## src/rtl/carry_event_timer_pkg.sv

```systemverilog
// Shared types and defaults for the carry-driven interval timer.
package carry_event_timer_pkg;

  localparam int CNT_W_DEF = 8;

  typedef enum logic [1:0] {
    ST_IDLE = 2'b00,
    ST_RUN  = 2'b01,
    ST_DONE = 2'b10
  } state_e;

endpackage

```

## src/rtl/carry_event_timer_if.sv

```systemverilog
// Control/status bundle between a controller and the carry event timer.
// start/stop are single-cycle command pulses with no back-pressure; status outputs are registered levels, done is a one-cycle pulse.
interface carry_event_timer_if #(
  parameter int CNT_W = 8
);
  logic             start;
  logic             stop;
  logic             auto_reload;
  logic [CNT_W-1:0] target;
  logic             busy;
  logic             done;
  logic [CNT_W-1:0] events;
  logic             overrun;

  modport master (
    output start, stop, auto_reload, target,
    input  busy, done, events, overrun
  );

  modport slave (
    input  start, stop, auto_reload, target,
    output busy, done, events, overrun
  );
endinterface

```

## src/rtl/carry_event_timer_rise_detect.sv

```systemverilog
// Rising-edge detector; the reset value of the history flop decides whether a level held across reset counts as an edge.
module carry_event_timer_rise_detect #(
  parameter logic RST_VAL = 1'b1
) (
  input  logic clk,
  input  logic Reset,
  input  logic sig_in,
  output logic rise
);

  logic sig_q;
  logic sig_d;

  always_comb begin
    sig_d = sig_in;
  end

  always_ff @(posedge clk or negedge Reset) begin
    if (!Reset) sig_q <= RST_VAL;
    else        sig_q <= sig_d;
  end

  assign rise = sig_in & ~sig_q;

endmodule

```

## src/rtl/carry_event_timer.sv

```systemverilog
// Counts carry rising edges against a programmable target; start/stop FSM, one-cycle done, optional auto-reload, sticky overrun.
module carry_event_timer
  import carry_event_timer_pkg::*;
#(
  parameter int CNT_W = CNT_W_DEF
) (
  input  logic                clk,
  input  logic                Reset,
  input  logic                carry_in,
  carry_event_timer_if.slave  bus,
  output state_e              dbg_state
);

  state_e           state_q, state_d;
  logic [CNT_W-1:0] events_q, events_d;
  logic [CNT_W-1:0] target_q, target_d;
  logic             reload_q, reload_d;
  logic             done_q, done_d;
  logic             busy_q, busy_d;
  logic             overrun_q, overrun_d;
  logic             ev;
  logic [CNT_W-1:0] events_inc;

  carry_event_timer_rise_detect #(.RST_VAL(1'b1)) u_rise (
    .clk    (clk),
    .Reset  (Reset),
    .sig_in (carry_in),
    .rise   (ev)
  );

  assign events_inc = events_q + CNT_W'(1);

  always_comb begin
    state_d   = state_q;
    events_d  = events_q;
    target_d  = target_q;
    reload_d  = reload_q;
    done_d    = 1'b0;
    overrun_d = overrun_q;

    if (bus.stop) begin
      state_d  = ST_IDLE;
      events_d = '0;
    end else if (bus.start) begin
      // Any edge coinciding with start belongs to the previous interval and is dropped.
      target_d  = bus.target;
      reload_d  = bus.auto_reload;
      events_d  = '0;
      overrun_d = 1'b0;
      if (bus.target == '0) begin
        state_d = ST_DONE;
        done_d  = 1'b1;
      end else begin
        state_d = ST_RUN;
      end
    end else begin
      case (state_q)
        ST_IDLE: events_d = '0;
        ST_RUN: begin
          // After a reload pulse events showed target for one cycle; clear it now.
          if (done_q) begin
            events_d = '0;
          end else if (ev) begin
            events_d = events_inc;
            if (events_inc == target_q) begin
              done_d = 1'b1;
              if (!reload_q) state_d = ST_DONE;
            end
          end
        end
        ST_DONE: begin
          if (ev) overrun_d = 1'b1;
        end
        default: begin
          state_d  = ST_IDLE;
          events_d = '0;
        end
      endcase
    end

    busy_d = (state_d == ST_RUN);
  end

  always_ff @(posedge clk or negedge Reset) begin
    if (!Reset) begin
      state_q   <= ST_IDLE;
      events_q  <= '0;
      target_q  <= '0;
      reload_q  <= 1'b0;
      done_q    <= 1'b0;
      busy_q    <= 1'b0;
      overrun_q <= 1'b0;
    end else begin
      state_q   <= state_d;
      events_q  <= events_d;
      target_q  <= target_d;
      reload_q  <= reload_d;
      done_q    <= done_d;
      busy_q    <= busy_d;
      overrun_q <= overrun_d;
    end
  end

  assign bus.busy    = busy_q;
  assign bus.done    = done_q;
  assign bus.events  = events_q;
  assign bus.overrun = overrun_q;
  assign dbg_state   = state_q;

endmodule
```

## src/flat_wrapper.sv

```systemverilog
// flat-port wrapper written by rule: the top's interface ports become plain ports
module carry_event_timer_flat import carry_event_timer_pkg::*;
#(
  parameter int CNT_W = CNT_W_DEF
)
  (clk, Reset, carry_in, dbg_state, bus_start, bus_stop, bus_auto_reload, bus_target, bus_busy, bus_done, bus_events, bus_overrun);
  carry_event_timer_if #(.CNT_W(CNT_W)) bus_i ();
  input  logic clk;
  input  logic Reset;
  input  logic carry_in;
  output state_e dbg_state;
  input wire logic [$bits(bus_i.start)-1:0] bus_start;
  input wire logic [$bits(bus_i.stop)-1:0] bus_stop;
  input wire logic [$bits(bus_i.auto_reload)-1:0] bus_auto_reload;
  input wire logic [$bits(bus_i.target)-1:0] bus_target;
  output wire logic [$bits(bus_i.busy)-1:0] bus_busy;
  output wire logic [$bits(bus_i.done)-1:0] bus_done;
  output wire logic [$bits(bus_i.events)-1:0] bus_events;
  output wire logic [$bits(bus_i.overrun)-1:0] bus_overrun;
  assign bus_i.start = bus_start;
  assign bus_i.stop = bus_stop;
  assign bus_i.auto_reload = bus_auto_reload;
  assign bus_i.target = bus_target;
  assign bus_busy = bus_i.busy;
  assign bus_done = bus_i.done;
  assign bus_events = bus_i.events;
  assign bus_overrun = bus_i.overrun;
  carry_event_timer #(.CNT_W(CNT_W)) u_core (.clk(clk), .Reset(Reset), .carry_in(carry_in), .bus(bus_i), .dbg_state(dbg_state));
endmodule
```

## config.mk

```make
export PLATFORM = sky130hd
export DESIGN_NAME = carry_event_timer_flat
export DESIGN_NICKNAME = d
export VERILOG_FILES = /design/src/rtl/carry_event_timer_pkg.sv /design/src/rtl/carry_event_timer_if.sv /design/src/rtl/carry_event_timer_rise_detect.sv /design/src/rtl/carry_event_timer.sv /design/src/flat_wrapper.sv
export SDC_FILE = /design/constraint.sdc
export NUM_CORES = 1
export LEC_CHECK = 0
export BUFFER_PORTS_ARGS = -buffer_cell sky130_fd_sc_hd__buf_2
export CORE_UTILIZATION = 30
export CTS_BUF_LIST = sky130_fd_sc_hd__clkbuf_4 sky130_fd_sc_hd__clkbuf_8
export DETAILED_ROUTE_END_ITERATION = 10
export GPL_TIMING_DRIVEN = 0
export MAX_ROUTING_LAYER = met4
export PLACE_DENSITY = 0.61
export SLEW_MARGIN = 5
export SYNTH_ARGS = -nofsm -noshare
export SYNTH_HDL_FRONTEND = slang
export SYNTH_SLANG_ARGS = --single-unit
```

## constraint.sdc

```tcl
create_clock -name clk -period 2.11 [get_ports clk]
set_input_delay 0 -clock clk [delete_from_list [all_inputs] [get_ports clk]]
set_output_delay 0 -clock clk [all_outputs]
set_load 0.005 [all_outputs]
```

# Yosys cells after proc, flatten, opt, wreduce, memory -nomap -nowiden
# Cells that the tools add are included.
# word_totals
regBits	23
inputBits	14
output_inout_bits	13
word_cells	49
# op_classes
add_sub_neg	1
n_eq_ne	6
muxes	23
bitwise	3
n_reduce_logical	8
# op_table
op	count
2-to-1 mux 8 bit	4
one-hot mux 8 bit (2 select lines)	1
2-to-1 mux 2 bit	7
2-to-1 mux 1 bit	10
adder 8 x 1 -> 8 bit, second input constant	1
equality test 8 bit	1
zero test 8 bit	1
inequality test 5 x 3 -> 1 bit, second input constant	1
equality test 2 x 1 -> 1 bit, second input constant	2
one-hot mux 2 bit (2 select lines)	1
AND reduction 2 bit	2
nonzero test 2 bit	2
inequality test 3 bit, second input constant	1
AND reduction 3 bit	1
equality test 2 bit, second input constant	1
zero test 2 bit	1
inverter 1 bit	2
OR reduction 2 bit	1
bitwise AND 1 bit	1

# Logic depth before layout (Yosys ltp)
# Gate-level depths: netlist of run 1.
# logic_depth
depth_word	9
ltp_mapped	6
depth_no_buf	6

# Hierarchy
# Synthesis of run 1 repeated with hierarchy kept, for this count alone.
# unflattened
hier_cells	130
area_unflattened_um2	1310.0
# by_module_without_submodules
module	instances	cells_each	area_each_um2	seq_area_each_um2
carry_event_timer	1	128	1270.0	550.5
carry_event_timer_rise_detect	1	2	40.0	26.3

# Least setup slack after synthesis of run 1
# Ideal clock, no wire load.
# synth_timing
path_kind	reg2reg
from	register u_core.events_q[0] (netlist: u_core.bus.events[0])
to	register u_core.done_q (netlist: u_core.bus.done)
setup_ps	78
t_arrival_ps	1982
required_ps	2032
path_slack_ps	49
path_stages_with_launch	7
n_path_buf	0
synth_period_minus_slack_ps	2061
cell_sequence	dfrtp_1 ha_1 xnor2_1 o2111ai_2 a2111oi_2 or4b_1 a21oi_1
# synth_between
elab_chain_cells	8
# synth_rtl
item	line	rtl
start, declared	carry_event_timer.sv:15	logic [CNT_W-1:0] events_q, events_d;
start signal, assigned	carry_event_timer.sv:95	events_q <= events_d;
adder 8 x 1 -> 8 bit	carry_event_timer.sv:31	assign events_inc = events_q + CNT_W'(1);
equality test 8 bit	carry_event_timer.sv:65	if (events_inc == target_q) begin
2-to-1 mux 1 bit	carry_event_timer.sv:65	
2-to-1 mux 1 bit	carry_event_timer.sv:63	end else if (ev) begin
2-to-1 mux 1 bit	carry_event_timer.sv:61	if (done_q) begin
2-to-1 mux 1 bit	carry_event_timer.sv:57	case (state_q)
2-to-1 mux 1 bit	carry_event_timer.sv:44	end else if (bus.start) begin
2-to-1 mux 1 bit	carry_event_timer.sv:41	if (bus.stop) begin
net u_core.done_d	carry_event_timer.sv:18	logic done_q, done_d;
end signal, assigned	carry_event_timer.sv:98	done_q <= done_d;
end, declared	carry_event_timer.sv:18	
# The timed path passes the listed nets, and every way through them passes these cells.
# A chain may end at the register's enable or synchronous reset.

# Final worst setup path of run 1
# Same ends and word-level chain as after synthesis.

==> metrics.md, run 1 <==
| Metric | Value |
|---|---|
| Period minus WS final | `between 2000 and 2500 ps` |
| Post-Route WL | `2830 um` |
| Maximum number of pins on one net before global-route repair | `24` |
| Max Cap Viol | `0` |
| Crit path cell chain | `ha_4 > xnor2_2 > o2111ai_2 > a2111oi_2 > or4b_1 > a21oi_1` |
| P per Cell Area | `~560 mW/mm2` |
| Synth Net Count | `between 100 and 150` |
| Crit share post-route | `a little over nine tenths` |
| Site Rows | `23` |
| Via density | `4.91` |
| Core area | `around 0.004 mm2` |
| Non-filler instance count after layout | `214` |
| Critical Path RT | `2300 ps` |
| Critical path launch point type | `register` |
| Drt drc | `0` |
| Clk sinks | `23` |
| Hold crit path type | `in -> reg` |
| Most frequent cells in the layout | `buf_2 (26), dfrtp_1 (21), nor2_1 (16), dlygate4sd3_1 (11)` |
| Vias in the first global route | `roughly 1000` |
| Met3 wire len | `around 120 um` |
| Multi-input gate area | `about 670 um2` |
| Post-Syn Area per Cell | `10.3 um2` |
| Tot GR Track Use | `approximately 14%` |
| Routed wire per std cell | `roughly 13 um` |
| Worst slew margin | `between 60% and 70%` |
| Clk buf depth | `2` |
| Setup TNS | `0 ps` |
| Post-place instance area | `~0.0014 mm2` |
| CP Capture Type | `register` |
| Leading cell type in the layout, fill and taps excluded | `buf_2` |
| DR pass1 iterations | `4` |
| IO buf count | `25` |
| Max VDD drop | `0.555 mV` |
| Die Ht | `66.6 um` |
| Worst clock skew | `2.00 ps` |
| Unrepaired setup endpoints after global routing | `false` |
| Worst-path clk slew | `roughly 80 ps` |
| DIE AREA | `around 0.0044 mm2` |
| CTS Buf Count | `3` |
| Later-pin clock latency in the skew report | `260 ps` |
| Critical Path AT | `2200 ps` |
| Syn Inst Count | `between 100 and 150` |
| Synth unique cells | `39` |
| Final setup fails | `0` |
| Fraction of layout cells with a size suffix above 1 | `32.9%` |
| Final Wtd Congestion | `approximately 0.84` |
| Least-Margin Pin Slew | `553 ps` |
| Area Overhead vs Synth | `31.5%` |
| Met2 WL post-DR | `approximately 1400 um` |
| Via count | `between 1000 and 1500` |
| Routed Antenna Nets | `0` |
| Power, Total | `around 0.0009 W` |
| Highest Signal Layer | `met4` |
| Met1 Routed Length | `around 1300 um` |
| Register area | `around 580 um2` |
| Starting DRT DRC Count | `between 40 and 50` |
| Die W | `66.6 um` |
| Largest delay contributor family on the critical path | `compound AO/OA/AOI/OAI gates` |
| Synth Warn # | `0` |
| Global-route wire length before repair | `roughly 4600 um` |
| Dpl hpwl | `approximately 2100 um` |
| Status | `complete, no violations` |
| CTS tree | `built` |
| Max Fclk | `approximately 500 MHz` |
| Nets | `180` |
| #FFs+latches synth | `23` |
| CP max stage delay | `between 400 and 500 ps` |
| N_diodes | `0` |
| Max Slew Vio Count | `0` |
| Crit path buffers/inverters | `0` |
| Placed instance count | `around 200` |
| Root Buffer | `clkbuf_8` |
| Max stage delay cell, worst path | `or4b_1` |
| Ports | `27` |
| Pleak | `roughly 0.70 nW` |
| Highest net fanout along the worst path | `2` |
| Fin util | `between 40% and 50%` |
| FILL cells | `401` |
| H-tree levels | `1` |
| Setup CP Type | `reg -> reg` |
| Final Cell Area | `around 0.0016 mm2` |
| Netlist Area Pre-Place | `0.00125 mm2` |
| Total grt overflow | `0` |
| Seq/Total Area, Yosys | `between 40% and 50%` |
| Antenna violations before repair | `0` |
| Initial core utilization | `~31%` |
| Final Hold Violating Endpoints | `0` |
-- per-layer routing --
| layer | GRT usage, % | vias up |
|---|---|---|
| met1 | 17.9 | 510 |
| met2 | 22.7 | 17 |
| met4 | 3.19 | 0 |
| met3 | 3.94 | 2 |
| met5 | - | - |
| li1 | - | 521 |
-- through the flow --
stage / worst slack (ps) / hold slack (ps)
detailed placement: -141 / 6.17
finish: 99.1 / 134
CTS: 63.2 / 111
floorplan: 49.5 / -296
global route: 14.9 / 167
global placement: -97.0 / -3.95
-- registers in the layout (all words and copies together), names as in the netlist --
| register | flops |
|---|---|
| u_core.bus.events | 8 |
| u_core.target_q | 8 |
| u_core.dbg_state | 2 |
| u_core.bus.busy | 1 |
| u_core.bus.done | 1 |
| u_core.bus.overrun | 1 |
| u_core.reload_q | 1 |
| u_core.u_rise.sig_q | 1 |
-- synthesized netlist by cell type --
cell | count | area share (%)
a2111oi_2 | 1 | 1.2
a211oi_1 | 3 | 1.8
a21boi_0 | 2 | 1.2
a21o_1 | 1 | 0.60
a21oi_1 | 3 | 1.2
a22o_1 | 1 | 0.70
a31o_1 | 1 | 0.70
a31oi_1 | 1 | 0.50
and2_2 | 1 | 0.60
and3_4 | 1 | 0.90
buf_1 | 1 | 0.30
buf_2 | 1 | 0.40
buf_6 | 1 | 0.90
clkbuf_1 | 2 | 0.60
dfrtp_1 | 22 | 44
dfstp_2 | 1 | 2.1
ha_1 | 1 | 1.0
inv_1 | 2 | 0.60
mux2_2 | 9 | 8.1
nand2_1 | 6 | 1.8
nand2b_1 | 4 | 2.0
nand3_1 | 4 | 1.6
nand4_1 | 1 | 0.50
nor2_1 | 16 | 4.8
nor2b_1 | 3 | 1.5
nor3_1 | 1 | 0.40
nor3b_2 | 1 | 1.0
nor4_1 | 2 | 1.0
nor4b_1 | 1 | 0.70
o2111ai_2 | 1 | 1.2
o21ai_0 | 8 | 3.2
o21ai_1 | 1 | 0.40
o31a_1 | 1 | 0.70
o31ai_1 | 1 | 0.60
o41ai_1 | 2 | 1.4
or2_2 | 1 | 0.50
or4b_1 | 2 | 1.6
xnor2_1 | 10 | 7.0
xor2_1 | 1 | 0.70
-- cells by family (layout without fill, tap and decap cells) --
| kind of cell | after synthesis | in the layout | share of synthesized area (%) |
|---|---|---|---|
| flops | 23 | 23 | 46.1 |
| xor+xnor | 11 | 11 | 7.70 |
| compound gates | 27 | 27 | 15.4 |
| buf+inv | 7 | 49 | 2.80 |
| fa+ha+maj | 1 | 1 | 1.00 |
| mux | 9 | 9 | 8.10 |
| simple gates | 44 | 44 | 18.9 |
-- power breakdown --
| group | internal [W] | total, W | switching (W) |
|---|---|---|---|
| registers | 0.000471 | 0.000494 | 0.0000225 |
| logic | 0.0000787 | 0.000143 | 0.0000645 |
| clock network | 0.000148 | 0.000290 | 0.000142 |
-- layout make-up --
| class | instances | area share (%) |
|---|---|---|
| Inverter | 2 | 0.456 |
| Clock buffer | 4 | 2.97 |
| Sequential cell | 23 | 35.1 |
| Buffer | 5 | 1.67 |
| Tap cell | 50 | 3.80 |
| Timing Repair Buffer | 38 | 15.2 |
| Multi-Input combinational cell | 92 | 40.8 |
-- what timing repair did --
action | 4_1_cts | 5_1_grt
hold buffers | 11 | 0
endpoints found under the setup margin | 4 | 4
buffers inserted | 2 | 0
resized for setup | 3 | 2
pin swaps | 1 | 0
hold endpoints to repair | 32 | 0
-- path summary, 6_finish.rpt --
path	startpoint	to	slack, ps	cells past startpoint
worst max-delay path	u_core.bus.events[0]	u_core.bus.done	100	6
worst min-delay path	bus_stop	u_core.dbg_state[0]	130	2
worst max register to register	u_core.bus.events[0]	u_core.bus.done	100	6
worst min register to register	u_core.bus.overrun	u_core.bus.overrun	490	2
max in group asynchronous	Reset	u_core.bus.events[0]	1500	2
min in group asynchronous	Reset	u_core.dbg_state[0]	240	2
No activity file was read; power rests on OpenSTA's default activity.
==> inputs of run 2 (changes only) <==
--- a/config.mk
+++ b/config.mk
@@ -11,7 +11,6 @@
 export DETAILED_ROUTE_END_ITERATION = 10
 export GPL_TIMING_DRIVEN = 0
 export MAX_ROUTING_LAYER = met4
-export PLACE_DENSITY = 0.61
 export SLEW_MARGIN = 5
 export SYNTH_ARGS = -nofsm -noshare
 export SYNTH_HDL_FRONTEND = slang
==> metrics.md, run 2 (synthesis gave the netlist of run 1 again) <==
| Metric | Value |
|---|---|
| Max Slew Vio Count | `0 (unchanged)` |
| Fin util | `41.1% (about the same)` |
| Ports | `27 (unchanged)` |
| Total grt overflow | `0 (unchanged)` |
| Crit path to | `u_core.bus.done` |
| Fraction of layout cells with a size suffix above 1 | `34.8% (+1.8 points)` |
| DIE AREA | `0.00443 mm2 (unchanged)` |
| Switch share | `26.2% (+1.5 points)` |
| Register share of total power | `53.5% (+0.2 points)` |
| Unrepaired setup endpoints after global routing | `false` |
| Root Buffer | `clkbuf_8` |
| Crit share post-route | `92.6% (-2.7 points)` |
| Most frequent cells in the layout | `buf_2 (26), dfrtp_1 (20), nor2_1 (16), dlygate4sd3_1 (10)` |
| Most Crowded Layer GR | `met2` |
| Hold crit path type | `in -> reg` |
| Maximum number of pins on one net before global-route repair | `24 (unchanged)` |
| Highest net fanout along the worst path | `5 (+3)` |
| Final Cell Area | `0.00164 mm2 (about the same)` |
| CP Capture Type | `register` |
| Worst clock skew | `4.79 ps (+2.79 ps)` |
| Reg2Reg Capture Point | `u_core.bus.done` |
| Routed wire per std cell | `13.6 um (+2.6%)` |
| Critical Path RT | `2310 ps (about the same)` |
| P per Cell Area | `562 mW/mm2 (-0.32%)` |
| Via count | `1081 (+3.0%)` |
| Least-Margin Pin Slew | `772 ps (+218 ps)` |
| Critical path launch point | `u_core.dbg_state[1]` |
| Max stage delay cell, worst path | `or4b_4` |
| Logic pwr share | `15.8% (+0.4 points)` |
| Site Rows | `23 (unchanged)` |
| Worst-path clk slew | `80 ps (about the same)` |
| Die W | `66.6 um (unchanged)` |
| Die Ht | `66.6 um (unchanged)` |
| Critical path launch point type | `register` |
| Met2 GRT Util | `24.4% (+1.6 points)` |
| Crit path buffers/inverters | `0 (unchanged)` |
| Max VDD drop | `0.313 mV (-44%)` |
| CTS tree | `built` |
| Core area | `0.00400 mm2 (unchanged)` |
| WP depth | `5 (-1)` |
| R2r setup slk | `160 ps (+60 ps)` |
| Int Pwr | `0.000681 W (-2.4%)` |
| N_diodes | `0 (unchanged)` |
| Via density | `5.05 (+3.0%)` |
| IO buf count | `25 (unchanged)` |
| Reg2Reg Depth | `5 (-1)` |
| Vias in the first global route | `1047 (+6.7%)` |
| Starting DRT DRC Count | `58 (+38%)` |
| Leading cell type in the layout, fill and taps excluded | `buf_2` |
| Clock Power Share | `30.8% (-0.5 points)` |
| FILL cells | `393 (-2.0%)` |
| Global-route wire length before repair | `4720 um (+2.2%)` |
| Pleak | `0.702 nW (about the same)` |
| Drt drc | `0 (unchanged)` |
| Setup CP Type | `reg -> reg` |
| Clk buf depth | `2 (unchanged)` |
| Sw Pwr | `0.000242 W (+5.6%)` |
| CP max stage delay | `500 ps (+30 ps)` |
| Later-pin clock latency in the skew report | `270 ps (about the same)` |
| Nets | `180 (unchanged)` |
| Status | `complete, no violations` |
| DR pass1 iterations | `4 (unchanged)` |
| Antenna violations before repair | `0 (unchanged)` |
| Max Cap Viol | `0 (unchanged)` |
| Dpl hpwl | `2150 um (+2.8%)` |
| Grt met1 use | `17.9% (-0.022 points)` |
| Final setup fails | `0 (unchanged)` |
| Met3 usage | `2.23% (-1.7 points)` |
| Power, Total | `0.000923 W (-0.39%)` |
| Period minus WS final | `1950 ps (-57.1 ps)` |
| Non-filler instance count after layout | `214 (unchanged)` |
| Initial core utilization | `31.3% (unchanged)` |
| Post-place instance area | `0.00144 mm2 (unchanged)` |
| Worst slew margin | `48.1% (-15 points)` |
| Crit path cell chain | `nand2b_1 > or2_2 > a2111oi_2 > or4b_4 > a21oi_2` |
| Tot GR Track Use | `14.7% (+0.42 points)` |
| Post-Route WL | `2910 um (+2.6%)` |
| Placed instance count | `197 (unchanged)` |
| H-tree levels | `1 (unchanged)` |
| Routed Antenna Nets | `0 (unchanged)` |
| CTS Buf Count | `3 (unchanged)` |
| Area Overhead vs Synth | `31.4% (about the same)` |
| Clk sinks | `23 (unchanged)` |
| Max Fclk | `512 MHz (+2.9%)` |
| Largest delay contributor family on the critical path | `simple AND/OR/NAND/NOR gates` |
| Reg2reg start | `u_core.dbg_state[1]` |
| Final Wtd Congestion | `0.903 (+7.6%)` |
| Final Hold Violating Endpoints | `0 (unchanged)` |
| Critical Path AT | `2150 ps (-50 ps)` |
-- run 2: cell types whose count changed in the layout (fill, tap and decap cells not counted), sizes merged --
cell | previous run | this run
buf | 30 | 31
dlygate4sd3 | 11 | 10
clkinv | 0 | 1
clkbuf | 6 | 5
-- run 2: worst min path at each step --
stage	slack [ps]	to	cells after the start	from
global placement	-4	u_core.bus.busy	1	Reset
CTS	8	u_core.target_q[2]	2	bus_target[2]
global route	10	u_core.target_q[2]	2	bus_target[2]
floorplan	-300	u_core.bus.busy	0	Reset
detailed placement	-1	u_core.bus.busy	1	Reset
finish	10	u_core.target_q[2]	2	bus_target[2]
-- run 2: final cells by class --
class	instances	area, um2	area share [%]
Multi-Input combinational cell	92	673	40.9
Sequential cell	23	579	35.2
Tap cell	50	62.6	3.81
Timing Repair Buffer	38	248	15.1
Inverter	2	7.51	0.457
Clock inverter	1	5.00	0.304
Clock buffer	3	41.3	2.51
Buffer	5	27.5	1.67
-- run 2: through the flow --
step | hold WS [ps] | setup TNS, ps | setup WS (ps)
2_1_floorplan | -296 | 0 | 49.5
3_3_place_gp | -3.97 | -271 | -75.8
3_5_place_dp | -1.37 | -659 | -188
4_1_cts | 8.36 | 0 | 2.49
5_1_grt | 11.2 | 0 | 26.9
6_report | 11.4 | 0 | 156
-- run 2: per-layer routing --
metal	share of wire (%)	wire length, um
met5	0	0
met4	1.5	43
met3	3.9	114
met2	50	1440
met1	45	1310
-- run 2: power groups by stage --
| stage | sequential [W] | clock [W] | combinational, W |
|---|---|---|---|
| floorplan | 0.000496 | 0 | 0.0000841 |
| global placement | 0.000502 | 0 | 0.000119 |
| detailed placement | 0.000502 | 0 | 0.000126 |
| CTS | 0.000494 | 0.000289 | 0.000145 |
| global route | 0.000497 | 0.000304 | 0.000160 |
| finish | 0.000494 | 0.000284 | 0.000145 |
-- run 2: what timing repair did --
item	CTS	global route
resized for setup	4	3
hold buffers	10	0
buffers inserted	0	3
endpoints found under the hold margin	31	0
pin swaps	1	1
endpoints found under the setup margin	4	1
==> inputs of run 3 (changes only) <==
==> constraint.sdc (replaced) <==
create_clock -name clk -period 1.6 [get_ports clk]
set_input_delay 0 -clock clk [delete_from_list [all_inputs] [get_ports clk]]
set_output_delay 0 -clock clk [all_outputs]
set_load 0.005 [all_outputs]
==> metrics.md, run 3 (synthesis gave the netlist of run 1 again) <==
| Metric | Value |
|---|---|
| Critical Path AT | `2060 ps (-90 ps)` |
| Hold EP | `u_core.bus.events[0]` |
| Routed Antenna Nets | `0 (unchanged)` |
| Root Buffer | `clkbuf_8` |
| IO buf count | `25 (unchanged)` |
| DR pass1 iterations | `4 (unchanged)` |
| Least-Margin Pin Slew | `541 ps (-231 ps)` |
| DIE AREA | `0.00443 mm2 (unchanged)` |
| CP Capture Type | `register` |
| Final Cell Area | `0.00178 mm2 (+8.4%)` |
| Failing checks | `setup timing` |
| Post-place instance area | `0.00148 mm2 (+3.0%)` |
| Reg2reg start | `u_core.bus.events[0]` |
| Die Ht | `66.6 um (unchanged)` |
| Max VDD drop | `0.508 mV (+63%)` |
| Die W | `66.6 um (unchanged)` |
| Reg2Reg Depth | `6 (+1)` |
| Later-pin clock latency in the skew report | `260 ps (about the same)` |
| Final Hold Violating Endpoints | `0 (unchanged)` |
| Vias in the first global route | `1044 (-0.29%)` |
| Final setup fails | `9 (+9)` |
| Pleak | `0.760 nW (+8.2%)` |
| Post-placement setup slack | `-324 ps (-136 ps)` |
| Final worst slack | `-266 ps (-422 ps)` |
| Worst-path clk slew | `90 ps (about the same)` |
| Initial core utilization | `31.3% (unchanged)` |
| Most frequent cells in the layout | `buf_2 (26), dfrtp_1 (19), nor2_1 (14), dlygate4sd3_1 (11)` |
| P per Cell Area | `690 mW/mm2 (+23%)` |
| Max Slew Vio Count | `0 (unchanged)` |
| Critical Path RT | `1800 ps (-510 ps)` |
| Core area | `0.00400 mm2 (unchanged)` |
| Crit share post-route | `117% (+24 points)` |
| Max Fclk | `536 MHz (+4.7%)` |
| Period minus WS final | `1870 ps (-87.5 ps)` |
| Nets | `185 (+2.8%)` |
| Clk sinks | `23 (unchanged)` |
| Fin util | `44.6% (+3.5 points)` |
| Worst hold stages | `4 (+2)` |
| Hold crit path type | `in -> reg` |
| Worst clock skew | `2.24 ps (-2.55 ps)` |
| Post-Route WL | `2930 um (+0.69%)` |
| Setup CP Type | `reg -> reg` |
| Ports | `27 (unchanged)` |
| Final Wtd Congestion | `0.858 (-5.0%)` |
| Unrepaired setup endpoints after global routing | `true` |
| Drt drc | `0 (unchanged)` |
| Critical path launch point type | `register` |
| Maximum number of pins on one net before global-route repair | `24 (unchanged)` |
| Antenna violations before repair | `0 (unchanged)` |
| Area Overhead vs Synth | `42.5%` |
| Status | `finished, violations left` |
| Fraction of layout cells with a size suffix above 1 | `44.4% (+9.6 points)` |
| Max Cap Viol | `0 (unchanged)` |
| Non-filler instance count after layout | `219 (+2.3%)` |
| H-tree levels | `1 (unchanged)` |
| Via density | `5.05 (-0.11%)` |
| CTS Buf Count | `3 (unchanged)` |
| Reg2Reg Capture Point | `u_core.bus.done` |
| Placed instance count | `197 (unchanged)` |
| Global-route wire length before repair | `4690 um (-0.57%)` |
| Dpl hpwl | `2090 um (-3.0%)` |
| Worst hold start | `bus_start` |
| N_diodes | `0 (unchanged)` |
| Site Rows | `23 (unchanged)` |
| Via count | `1105 (+2.2%)` |
| Routed wire per std cell | `13.4 um (-1.6%)` |
| CTS tree | `built` |
| Starting DRT DRC Count | `21 (-64%)` |
| Leading cell type in the layout, fill and taps excluded | `buf_2` |
| Clk buf depth | `2 (unchanged)` |
| R2r setup slk | `-270 ps (-420 ps)` |
| Total grt overflow | `0 (unchanged)` |
| Highest net fanout along the worst path | `2 (-3)` |
| Worst slew margin | `63.9% (+16 points)` |
| Tot GR Track Use | `14.2% (-0.45 points)` |
-- run 3: changes by cell type in the layout (fill, tap and decap cells not counted), sizes merged --
cell / previous run / this run
dlygate4sd3: 10 / 11
buf: 31 / 35
-- run 3: report_power, final --
part / internal [W] / switching, W
Clock: 0.000174 / 0.000196
Sequential: 0.000622 / 0.0000314
Combinational: 0.000111 / 0.0000972
-- run 3: worst max path at each step --
stage | slack (ps) | startpoint | cells after the start | to
global route | -340 | u_core.bus.events[1] | 6 | u_core.bus.done
detailed placement | -320 | u_core.dbg_state[1] | 5 | u_core.bus.events[7]
CTS | -270 | u_core.bus.events[0] | 6 | u_core.bus.done
finish | -270 | u_core.bus.events[0] | 6 | u_core.bus.done
floorplan | -180 | u_core.bus.events[0] | 6 | u_core.bus.done
global placement | -300 | u_core.bus.events[0] | 6 | u_core.bus.done
-- run 3: metal layers --
metal  track usage, %  up-vias  part of all wire, %
met2             22.7       19                   52
met1             18.0      554                   44
met3             2.40        2                  3.2
met5                -        -                    0
met4             5.32        0                 0.48
li1                 -      530                    -
-- run 3: repair_timing --
item / CTS / global route
hold buffers: 11 / 0
hold endpoints to repair: 32 / 0
setup endpoints to repair: 12 / 12
buffers inserted: 6 / 0
gates resized for setup: 8 / 20
cloned: 0 / 1
pin swaps: 5 / 4
-- run 3: stage by stage --
step           hold slack (ps)  setup TNS (ps)  total power [W]
6_report                   137           -1260          0.00123
5_1_grt                    164           -2240          0.00130
4_1_cts                    143           -1620          0.00124
3_5_place_dp              9.74           -2530         0.000840
3_3_place_gp             -2.94           -2000         0.000834
2_1_floorplan             -296            -213         0.000778
-- run 3: worst max-delay path: stages (launching register included) --
cell	delay, ps
dfrtp_2	430
ha_4	280
xnor2_2	100
o2111ai_2	130
a2111oi_2	230
or4b_4	500
a21oi_2	120
-- run 3: area by class of cell --
class,instances,area (um2)
Tap cell,50,62.6
Inverter,2,10.0
Multi-Input combinational cell,92,739
Clock inverter,1,5.00
Sequential cell,23,581
Clock buffer,3,41.3
Fill cell,372,2220
Buffer,5,38.8
Timing Repair Buffer,43,305
